[config.mk]
export PLATFORM = sky130hd
export DESIGN_NAME = crypto_round_sequencer
export DESIGN_NICKNAME = d
export VERILOG_FILES = /design/src/rtl/crypto_round_sequencer.sv
export SDC_FILE = /design/constraint.sdc
export NUM_CORES = 1
export LEC_CHECK = 0
export ABC_AREA = 1
export CAP_MARGIN = 20
export CORE_MARGIN = 2
export CORE_UTILIZATION = 44
export CTS_CLUSTER_DIAMETER = 60
export DETAILED_ROUTE_END_ITERATION = 7
export GPL_TIMING_DRIVEN = 0
export PLACE_DENSITY = 0.85
export SYNTH_ARGS = -nofsm -noshare
export SYNTH_HDL_FRONTEND = slang
export SYNTH_SLANG_ARGS = --single-unit
[constraint.sdc]
create_clock -name clk -period 1.9 [get_ports clk]
set_input_delay 0.285 -clock clk [delete_from_list [all_inputs] [get_ports clk]]
set_output_delay 0.285 -clock clk [all_outputs]
set_load 0.03 [all_outputs]
[src/rtl/crypto_round_sequencer.sv]
// Control sequencer for the round-based crypto core: walks the encrypt or
// decrypt round schedule and emits one-hot datapath strobes with a start/ready/done handshake.
//
// state     | meaning
// IDLE      | waiting for start, ready=1
// LOAD      | load input block into state register
// ENC_XOR0  | initial key whitening, encrypt (round=0)
// ENC_SUB   | encrypt S-box
// ENC_SHIFT | encrypt row shift
// ENC_MIX   | encrypt mix-column (skipped in final round)
// ENC_KEY   | encrypt round key add, round+1
// DEC_XOR0  | initial key whitening, decrypt (round=NUM_ROUNDS)
// DEC_SHIFT | decrypt inverse row shift
// DEC_SUB   | decrypt inverse S-box
// DEC_KEY   | decrypt round key add, round-1
// DEC_MIX   | decrypt inverse mix-column
// OUT_DATA  | drive result onto output bus
// OUT_KEY   | drive final key onto output bus
// FIN       | done pulse
// ERR       | invalid mode, err pulse
module crypto_round_sequencer #(
  parameter int NUM_ROUNDS = 4,
  parameter int CNT_W      = 3
) (
  input  logic             clk,
  input  logic             rst,
  input  logic             start,
  input  logic [1:0]       mode,
  input  logic             stall,
  input  logic             abort,
  output logic             ready,
  output logic             busy,
  output logic             done,
  output logic             err,
  output logic [CNT_W-1:0] round,
  output logic [15:0]      ctrl
);

  // State codes equal the ctrl bit they drive; IDLE takes the spare code.
  localparam logic [3:0] LOAD      = 4'd0;
  localparam logic [3:0] ENC_XOR0  = 4'd1;
  localparam logic [3:0] ENC_SUB   = 4'd2;
  localparam logic [3:0] ENC_SHIFT = 4'd3;
  localparam logic [3:0] ENC_MIX   = 4'd4;
  localparam logic [3:0] ENC_KEY   = 4'd5;
  localparam logic [3:0] DEC_XOR0  = 4'd6;
  localparam logic [3:0] DEC_SHIFT = 4'd7;
  localparam logic [3:0] DEC_SUB   = 4'd8;
  localparam logic [3:0] DEC_KEY   = 4'd9;
  localparam logic [3:0] DEC_MIX   = 4'd10;
  localparam logic [3:0] OUT_DATA  = 4'd11;
  localparam logic [3:0] OUT_KEY   = 4'd12;
  localparam logic [3:0] FIN       = 4'd13;
  localparam logic [3:0] ERR       = 4'd14;
  localparam logic [3:0] IDLE      = 4'd15;

  localparam logic [1:0] MODE_ENC = 2'b01;
  localparam logic [1:0] MODE_DEC = 2'b10;

  localparam logic [CNT_W-1:0] CNT_ZERO  = '0;
  localparam logic [CNT_W-1:0] CNT_ONE   = CNT_W'(1);
  localparam logic [CNT_W-1:0] CNT_ROUNDS = CNT_W'(NUM_ROUNDS);
  localparam logic [CNT_W-1:0] CNT_LAST  = CNT_W'(NUM_ROUNDS - 1);

  logic [3:0]       state_q, state_nxt;
  logic [1:0]       mode_q, mode_nxt;
  logic [CNT_W-1:0] round_q, round_nxt;
  logic [CNT_W-1:0] round_inc, round_dec;
  logic             last_round;

  assign round_inc = round_q + CNT_ONE;
  assign round_dec = round_q - CNT_ONE;

  always_comb begin
    state_nxt = state_q;
    mode_nxt  = mode_q;
    round_nxt = round_q;
    if (state_q == IDLE) begin
      if (start) begin
        state_nxt = LOAD;
        mode_nxt  = mode;
      end
    end else if (abort) begin
      state_nxt = IDLE;
      round_nxt = CNT_ZERO;
    end else if (!stall) begin
      case (state_q)
        LOAD: begin
          if (mode_q == MODE_ENC)      state_nxt = ENC_XOR0;
          else if (mode_q == MODE_DEC) state_nxt = DEC_XOR0;
          else                         state_nxt = ERR;
        end
        ENC_XOR0: begin
          round_nxt = CNT_ZERO;
          state_nxt = ENC_SUB;
        end
        ENC_SUB:   state_nxt = ENC_SHIFT;
        ENC_SHIFT: state_nxt = (round_q < CNT_LAST) ? ENC_MIX : ENC_KEY;
        ENC_MIX:   state_nxt = ENC_KEY;
        ENC_KEY: begin
          round_nxt = round_inc;
          state_nxt = (round_inc < CNT_ROUNDS) ? ENC_SUB : OUT_DATA;
        end
        DEC_XOR0: begin
          round_nxt = CNT_ROUNDS;
          state_nxt = DEC_SHIFT;
        end
        DEC_SHIFT: state_nxt = DEC_SUB;
        DEC_SUB:   state_nxt = DEC_KEY;
        DEC_KEY: begin
          round_nxt = round_dec;
          state_nxt = (round_dec > CNT_ZERO) ? DEC_MIX : OUT_DATA;
        end
        DEC_MIX:  state_nxt = DEC_SHIFT;
        OUT_DATA: state_nxt = OUT_KEY;
        OUT_KEY:  state_nxt = FIN;
        FIN:      state_nxt = IDLE;
        ERR:      state_nxt = IDLE;
        default:  state_nxt = IDLE;
      endcase
    end
  end

  always_ff @(posedge clk or negedge rst) begin
    if (!rst) begin
      state_q <= IDLE;
      mode_q  <= 2'b00;
      round_q <= CNT_ZERO;
    end else begin
      state_q <= state_nxt;
      mode_q  <= mode_nxt;
      round_q <= round_nxt;
    end
  end

  // The final round has no mix-column, so only SUB/SHIFT/KEY carry the flag.
  always_comb begin
    last_round = 1'b0;
    case (state_q)
      ENC_SUB, ENC_SHIFT, ENC_KEY: last_round = (round_q == CNT_LAST);
      DEC_SHIFT, DEC_SUB, DEC_KEY: last_round = (round_q == CNT_ONE);
      default:                     last_round = 1'b0;
    endcase
  end

  always_comb begin
    ctrl = 16'h0000;
    if (!stall) begin
      if (state_q != IDLE) ctrl[state_q] = 1'b1;
      ctrl[15] = last_round;
    end
  end

  assign ready = (state_q == IDLE);
  assign busy  = ~ready;
  assign done  = ctrl[FIN];
  assign err   = ctrl[ERR];
  assign round = round_q;

endmodule

After elaboration in Yosys (flattened, before gate mapping)
Cells that the tools add are included.
- add/subtract/negate cells: 2
- magnitude comparators: 5
- eq/ne operators: 21
- multiplexer cells: 18
- bitwise operators: 1
- reduce and logical (&&, ||, !) cells: 9
- operators with widths (kind ; number):
    case mux 4 bit (12 select lines) ; 1
    two-way mux 4 bit ; 7
    == test 4 bit, second input constant ; 6
    == test 4 x 3 -> 1 bit, second input constant ; 4
    two-way mux 16 bit ; 1
    two-way mux 15 bit ; 1
    case mux 3 bit (4 select lines) ; 1
    == test 4 x 2 -> 1 bit, second input constant ; 2
    two-way mux 3 bit ; 2
    OR reduction 3 bit ; 2
    less-than comparator 4 x 5 -> 1 bit, second input constant ; 1
    nonzero test 5 bit ; 1
    demux 1 bit (select 4 bit) ; 1
    == test 4 x 1 -> 1 bit, second input constant ; 1
    greater-or-equal comparator 4 x 1 -> 1 bit, second input constant ; 1
    logical NOT 4 bit ; 1
    inequality test 4 bit, second input constant ; 1
    AND reduction 2 bit ; 2
    adder 3 x 1 -> 3 bit, second input constant ; 1
    == test 3 x 1 -> 1 bit, second input constant ; 1
    == test 3 x 2 -> 1 bit, second input constant ; 1
    > comparator 3 x 1 -> 1 bit, second input constant ; 1
    less-than comparator 3 x 2 -> 1 bit, second input constant ; 1
    less-than comparator 3 bit, second input constant ; 1
    other kinds (12) ; 14
- bits in registers: 9
- input bits: 7
- output and inout port bits: 23
- logic and storage cells: 59

Longest topological paths before layout
Gate-level depths: netlist of run 1.
- word-level depth: 7
- gate-level depth with buffers: 11
- gate-level depth less buffers: 11

Worst setup path after synthesis of run 1
No wires, ideal clock.
- path type: flip-flop to output port
- start point: register state_q[3]
- end point: output port ctrl[14]
- arrival: 1.984 ns
- data required time: 1.615 ns
- path slack: -0.369 ns
- cell stages (with the launch flop): 5
- path buffers: 1
- path through: dfstp_2 nand2_2 or2_2 nor3_1 buf_4
- cells in the longest elaborated chain, start to end: 6
- elaborated cells between the ends (all ways): 8
- classes of those cells: order compare (2); eq/ne (1); mux (4); reduce/logical (1)
- RTL lines (element ; RTL line ; text):
    start: declaration ; 65 ; logic [3:0] state_q, state_nxt;
    start signal: assignment ; 130 ; state_q <= state_nxt;
    less-than comparator 4 x 5 -> 1 bit (implied by the code) or greater-or-equal comparator 4 x 1 -> 1 bit (tied branches) ; 149 ; if (state_q != IDLE) ctrl[state_q] = 1'b1;
    logical AND 1 bit (implied by the code) ; 149 ;
    two-way mux 1 bit (implied by the code) ; 149 ;
    demux 1 bit (select 4 bit) ; 149 ;
    two-way mux 15 bit * ; 149 ;
    two-way mux 16 bit * ; 148 ; if (!stall) begin
    end: declaration ; 36 ; output logic [15:0] ctrl
Mark *: on every way between the ends. The rest lies on a longest branch, timed or not.

Worst setup path in the final report of run 1
- start point: register state_q[2]
- end point: output port ctrl[15]
- cells in the longest elaborated chain, start to end: 4
- elaborated cells between the ends (all ways): 10
- classes of those cells: eq/ne (6); mux (2); reduce/logical (2)
- RTL lines (element ; RTL line ; text):
    == test 4 x 3 -> 1 bit, or another cell as far along ; 139 ; case (state_q)
    OR reduction 3 bit ; 139 ;
    case mux 1 bit (2 select lines) * ; 139 ;
    two-way mux 16 bit * ; 148 ;
Marked as above.

==> impl_results.md, run 1 <==
* Status: finished with violations
* Failing checks: setup timing
* Leakage at 0.679 nW
* Final wirelength at 2580 µm
* Reg2Reg Depth at 6
* Largest family of logic cells by synthesized area: simple AND/OR/NAND/NOR gates
* Pins Over Slew Limit at 0
* CP Data Required Time at 1.62 ns
* Max Cap Viol at 0
* Max_slew headroom at 0.742
* Net Count, Synth at ~160
* GR Overflow Total at 0
* # fillers at 177
* Worst min path class: in2async
* Sequential fraction of the synthesis area at 0.256
* Initial antenna violation count at 0
* Tot GR Track Use at 0.214
* Post-synth top area share at 0.204
* Clock root cell: clkbuf_4
* Clock-pin transition on the worst setup and hold timing paths at about 0.06 ns
* CTS Hold Bufs at 0
* Endpoints failing setup at 4
* Core area at 0.00194 mm²
* Clock tree buffer depth at 2
* Crit share post-route at 1.04
* Met3 routed WL at 155 µm
* CTS Buf Count at 3
* Simple-gate share of the synthesized area at 0.485
* Largest net degree at the start of global routing at 11
* Share of cells above drive strength 1 at 0.339
* Synth unique cells at 23
* Hold slack at about 0.32 ns
* Min Tclk post-route at around 2 ns
* RSZ-0062 raised after global routing: true
* Final core occ at 0.671
* Data arrival time of the critical path at around 1.7 ns
* R2r endpoint: round[2]$_DFFE_PN0P_
* Final layout net count at roughly 200
* CP startpoint: state_q[2]$_DFFE_PN1P_
* CP endpoint kind: output pin
* Peak supply drop at 0.000979 V
* Slew at the pin closest to its max-slew limit at 0.386 ns
* Wl on met1 at 1080 µm
* Initial Utilization at 0.463
* Placed cells at roughly 200
* Pre-CTS WS at -0.559 ns
* CTS tree: done
* Setup ws final at -0.0744 ns
* Largest cells by area after synthesis: nand2_1, dfrtp_1, dfstp_2
* Post-route ant nets at 0
* Vias in the first global route at 999
* CTS H-Tree Depth at 1
* TritonCTS Sinks at 9
* Final HPWL DP at 1900 µm
* Mapped Cells at approximately 140
* Flop-to-flop setup slack at 0.26 ns
* Layout area overhead at 44.9%
* Most common cell after layout, fill and taps aside: nand2_1
* Fmax at between 500 and 600 MHz
* Seq cells post-synth at 9
* Hold Vio Cnt, Final at 0
* Highest Signal Layer: met4
* Ant diodes at 0
* Clock latency on the worst-skew pair at 0.26 ns
* PortBufs at 29
* Most frequent cells in the layout: nand2_1, nor2_1, buf_4
* Critical path peak fanout at 6
* Setup crit end: ctrl[15]
* Rows at 16
* Iter 0 DRT Violations at 20
* Synth Area in Adders at 0.0834
* PwrDens at 1480 mW/mm²
* Routability Congestion at 0.907
* Crit start category: flop
* Vias at about 1000
* Die Y at 49.2 µm
* Mux contribution to synthesized area at 0
* Die area at 0.00242 mm²
* Routed vias/inst at 4.95
* Synthesized cell area at 900 µm²
* CP Class: reg2out
* Clock Skew at around 0.0054 ns
* Wirelength per Cell at 12.3 µm
* Worst reg2reg startpoint: round[0]$_DFFE_PN0P_
* First-pass GRT wire length at 4080 µm
* I/O pin total at 30
* Number of remaining DRC errors at 0
* Compound-Gate Fraction of Synth Area at 0.0918
* TritonRoute pass-1 iters at 4
* Xor and xnor area share after synthesis at 0
* Wire length on met2 at 1330 µm
* Syn. warnings at 0
* Die Wd at 49.2 µm
* Avg Cell Area, Syn at 6.29 µm²
* Yosys top cell by area: nand2_1
* Post-route insts no fill at between 200 and 250
[state kept, by name, summed over array words and instances (netlist names)]
signal,flops
mode_q,2
round,3
state_q,4
[per-stage QoR]
step	TNS (ns)	power, mW	area (µm²)
detailed placement	-7.20	1.60	1230
finish	-0.109	1.93	1300
global route	-0.754	2.10	1300
CTS	-0.107	1.77	1250
global placement	-6.69	1.57	1230
floorplan	-0.0676	1.25	907
[timing repair]
item | in CTS | in global routing
pin swaps | 0 | 5
buffers inserted | 2 | 5
setup endpoints to repair | 20 | 19
resized for setup | 84 | 35
[final cells by class]
cell class | instances | area [µm²] | share of cell area
multi-input cells | 116 | 643 | 0.493
repair buffers | 36 | 289 | 0.222
flip-flops and latches | 9 | 230 | 0.177
inverters | 15 | 58.8 | 0.0451
well taps | 27 | 33.8 | 0.0259
clock buffers | 4 | 26.3 | 0.0202
plain buffers | 3 | 22.5 | 0.0173
[power breakdown]
| part | leakage (nW) | switching (mW) | total (mW) | internal [mW] |
|---|---|---|---|---|
| clock | 0.0150 | 0.0622 | 0.143 | 0.0806 |
| combinational | 0.556 | 0.859 | 1.34 | 0.485 |
| sequential | 0.108 | 0.131 | 0.441 | 0.309 |
| total | 0.679 | 1.05 | 1.93 | 0.874 |
[cells by family (layout without fill, tap and decap cells)]
family | Yosys count | in the layout
and+or+nand+nor | 99 | 99
buffers and inverters | 18 | 58
AOI/OAI and AO/OA | 11 | 11
DFF | 9 | 9
adders and majority gates | 6 | 6
[Yosys cell counts]
| cell | count |
|---|---|
| nand2_4 | 1 |
| and3_1 | 1 |
| ha_1 | 6 |
| or2_2 | 1 |
| nor3_1 | 4 |
| nand3b_1 | 2 |
| a22oi_1 | 1 |
| o21ai_2 | 3 |
| nand2_1 | 49 |
| o211ai_1 | 1 |
| clkbuf_1 | 1 |
| o21ai_0 | 4 |
| dfrtp_1 | 5 |
| nand2_2 | 4 |
| nor2_2 | 4 |
| a21oi_4 | 1 |
| inv_1 | 15 |
| buf_4 | 2 |
| nor2_4 | 1 |
| nor2_1 | 22 |
| a21oi_1 | 1 |
| nand3_1 | 10 |
| dfstp_2 | 4 |
[how the worst min path moves through the flow]
stage	slack [ns]	end	from
2_1_floorplan	-0.01	mode_q[0]$_DFFE_PN0P_	rst
3_3_place_gp	0.47	mode_q[0]$_DFFE_PN0P_	mode_q[0]$_DFFE_PN0P_
3_5_place_dp	0.49	mode_q[0]$_DFFE_PN0P_	mode_q[0]$_DFFE_PN0P_
4_1_cts	0.31	mode_q[0]$_DFFE_PN0P_	rst
5_1_grt	0.36	round[1]$_DFFE_PN0P_	rst
6_report	0.32	mode_q[0]$_DFFE_PN0P_	rst
[critical path: stages, from the launching register on]
cell and delay, ns:
dfstp_2 0.57, inv_2 0.06, nor2_4 0.19, nand2_2 0.10
o21ai_2 0.09, nand3_1 0.10, a21oi_1 0.14, buf_4 0.18
[routing by layer]
metal,global-route usage,up-vias
li1,-,531
met1,0.240,463
met2,0.381,42
met3,0.0337,4
met4,0.124,0
met5,0,-
Power figures use the tool's default switching activity.
==> run 2, diff against run 1 <==
--- a/config.mk
+++ b/config.mk
@@ -7,11 +7,9 @@
 export LEC_CHECK = 0
 export ABC_AREA = 1
 export CAP_MARGIN = 20
-export CORE_MARGIN = 2
 export CORE_UTILIZATION = 44
 export CTS_CLUSTER_DIAMETER = 60
 export DETAILED_ROUTE_END_ITERATION = 7
-export GPL_TIMING_DRIVEN = 0
 export PLACE_DENSITY = 0.85
 export SYNTH_ARGS = -nofsm -noshare
 export SYNTH_HDL_FRONTEND = slang
==> impl_results.md, run 2 (synthesis gave the netlist of run 1 again) <==
* Status: finished with violations
* Failing checks: setup timing
* Clock tree buffer depth at 2
* Post-route insts no fill at 210
* Wirelength per Cell at ~12 µm
* Most common cell after layout, fill and taps aside: nand2_1
* Worst path max stage delay at 0.66 ns
* Post-route ant nets at 0
* Clock-pin transition on the worst setup and hold timing paths at around 0.060 ns
* CP endpoint kind: output pin
* Die Y at 47.2 µm
* TritonRoute pass-1 iters at 6
* Min Tclk post-route at 1.92 ns
* Clock root cell: clkbuf_4
* Pwr Total at approximately 2.0 mW
* Initial Utilization at 0.494
* # fillers at 143
* Core area at roughly 0.0018 mm²
* Tot GR Track Use at 0.240
* Largest net degree at the start of global routing at 15
* Peak supply drop at approximately 0.00090 V
* TritonCTS Sinks at 9
* Initial antenna violation count at 0
* Final core occ at 0.733
* Crit start category: flop
* CTS tree: done
* Clock latency on the worst-skew pair at 0.26 ns
* Critical path peak fanout at 6
* PwrDens at approximately 1500 mW/mm²
* Clock Skew at 0.00388 ns
* CP max stage cell: dfstp_2
* GR Util met1 at 0.296
* RSZ-0062 raised after global routing: true
* Vias in the first global route at just under 900
* Slew at the pin closest to its max-slew limit at 0.378 ns
* I/O pin total at 30
* Setup ws final at -0.0237 ns
* First-pass GRT wire length at 3710 µm
* GR Overflow Total at 0
* Layout area overhead at 48.4%
* Die Wd at around 47 µm
* Fmax at between 500 and 600 MHz
* PortBufs at 29
* Max Cap Viol at 0
* Data arrival time of the critical path at 1.64 ns
* Pins Over Slew Limit at 0
* Final wirelength at between 2000 and 2500 µm
* Max FFs per register at 4
* Routed vias/inst at 5.13
* Die area at 0.00223 mm²
* M3 GR Usage at 0.0269
* Crit share post-route at 1.01
* Share of cells above drive strength 1 at 0.346
* Endpoints failing setup at 4
* CTS H-Tree Depth at 1
* Final HPWL DP at around 1800 µm
* Iter 0 DRT Violations at 57
* Critical-path cell list: clkinvlp_4 > nor2_4 > nand2_1 > nor2_1 > buf_4
* Ant diodes at 0
* Vias at 1078
* Largest reg by FF count: state_q
* Worst min path class: in2async
* CTS Buf Count at 3
* CP Data Required Time at around 1.6 ns
* Max_slew headroom at 0.747
* Leakage at 0.692 nW
* Rows at 15
* Placed cells at 197
* Final layout net count at 199
* Routability Congestion at roughly 0.93
* Hold Vio Cnt, Final at 0
* CP Class: reg2out
* GRT busiest layer: met2
* Met2 usage at 0.417
* Number of remaining DRC errors at 0
* Most frequent cells in the layout: nand2_1, buf_4, nor2_1
run 2: final timing paths:
path / end / startpoint / slack (ns) / depth (start not counted)
max reg2reg: state_q[0]$_DFFE_PN1P_ / state_q[1]$_DFFE_PN1P_ / 0.28 / 10
min: mode_q[0]$_DFFE_PN0P_ / rst / 0.31 / 1
max in group asynchronous: state_q[0]$_DFFE_PN1P_ / rst / 1.28 / 1
min in group clk: mode_q[0]$_DFFE_PN0P_ / mode_q[0]$_DFFE_PN0P_ / 0.50 / 2
max: ctrl[6] / state_q[1]$_DFFE_PN1P_ / -0.02 / 5
min reg2reg: mode_q[0]$_DFFE_PN0P_ / mode_q[0]$_DFFE_PN0P_ / 0.50 / 2
run 2: repair_timing:
| action | CTS | global route |
|---|---|---|
| setup buffers | 5 | 4 |
| gates resized for setup | 11 | 11 |
| hold endpoints to repair | 0 | 0 |
| pin swaps | 5 | 7 |
| setup endpoints to repair | 5 | 10 |
| hold buffers | 0 | 0 |
| gates cloned | 0 | 0 |
run 2: worst max-delay path: cells and delay by family, from the launching register on:
| family | cells | cell delay (ns) |
|---|---|---|
| buffers and inverters | 2 | 0.35 |
| AND/OR/NAND/NOR | 3 | 0.37 |
| flip-flops | 1 | 0.66 |
run 2: report_power, final:
group / total [mW] / switching, mW / internal [mW]
sequential: 0.439 / 0.130 / 0.309
combinational: 1.45 / 0.896 / 0.556
clock: 0.143 / 0.0621 / 0.0806
run 2: stage by stage:
| stage | setup TNS (ns) | setup WS [ns] | instance area [µm²] | hold slack, ns |
|---|---|---|---|---|
| final | -0.0633 | -0.0237 | 1340 | 0.310 |
| after floorplan | -0.0676 | -0.0676 | 907 | -0.0106 |
| after global routing | -0.657 | -0.103 | 1340 | 0.347 |
| after global placement | 0 | 0.116 | 1190 | 0.482 |
| after detailed placement | 0 | 0.0889 | 1190 | 0.488 |
| after CTS | -0.0318 | -0.0318 | 1270 | 0.318 |
run 2: layout make-up:
type	instances	area [µm²]	area share
clock buffers	4	26.3	0.0197
inverters	15	62.6	0.0469
multi-input cells	116	652	0.488
flip-flops and latches	9	230	0.172
well taps	25	31.3	0.0234
repair buffers	41	333	0.249
run 2: metal layers:
layer / wire length (µm) / vias to the layer above
li1: - / 532
met1: 1020 / 473
met2: 1210 / 62
met3: 184 / 11
met4: 61 / 0
met5: 0 / -
==> run 3, diff against run 2 <==
--- a/config.mk
+++ b/config.mk
@@ -9,6 +9,7 @@
 export CAP_MARGIN = 20
 export CORE_UTILIZATION = 44
 export CTS_CLUSTER_DIAMETER = 60
+export CTS_CLUSTER_SIZE = 20
 export DETAILED_ROUTE_END_ITERATION = 7
 export PLACE_DENSITY = 0.85
 export SYNTH_ARGS = -nofsm -noshare
==> results of run 3 <==
The final DEF is identical to that of run 2; final timing and power are the same.
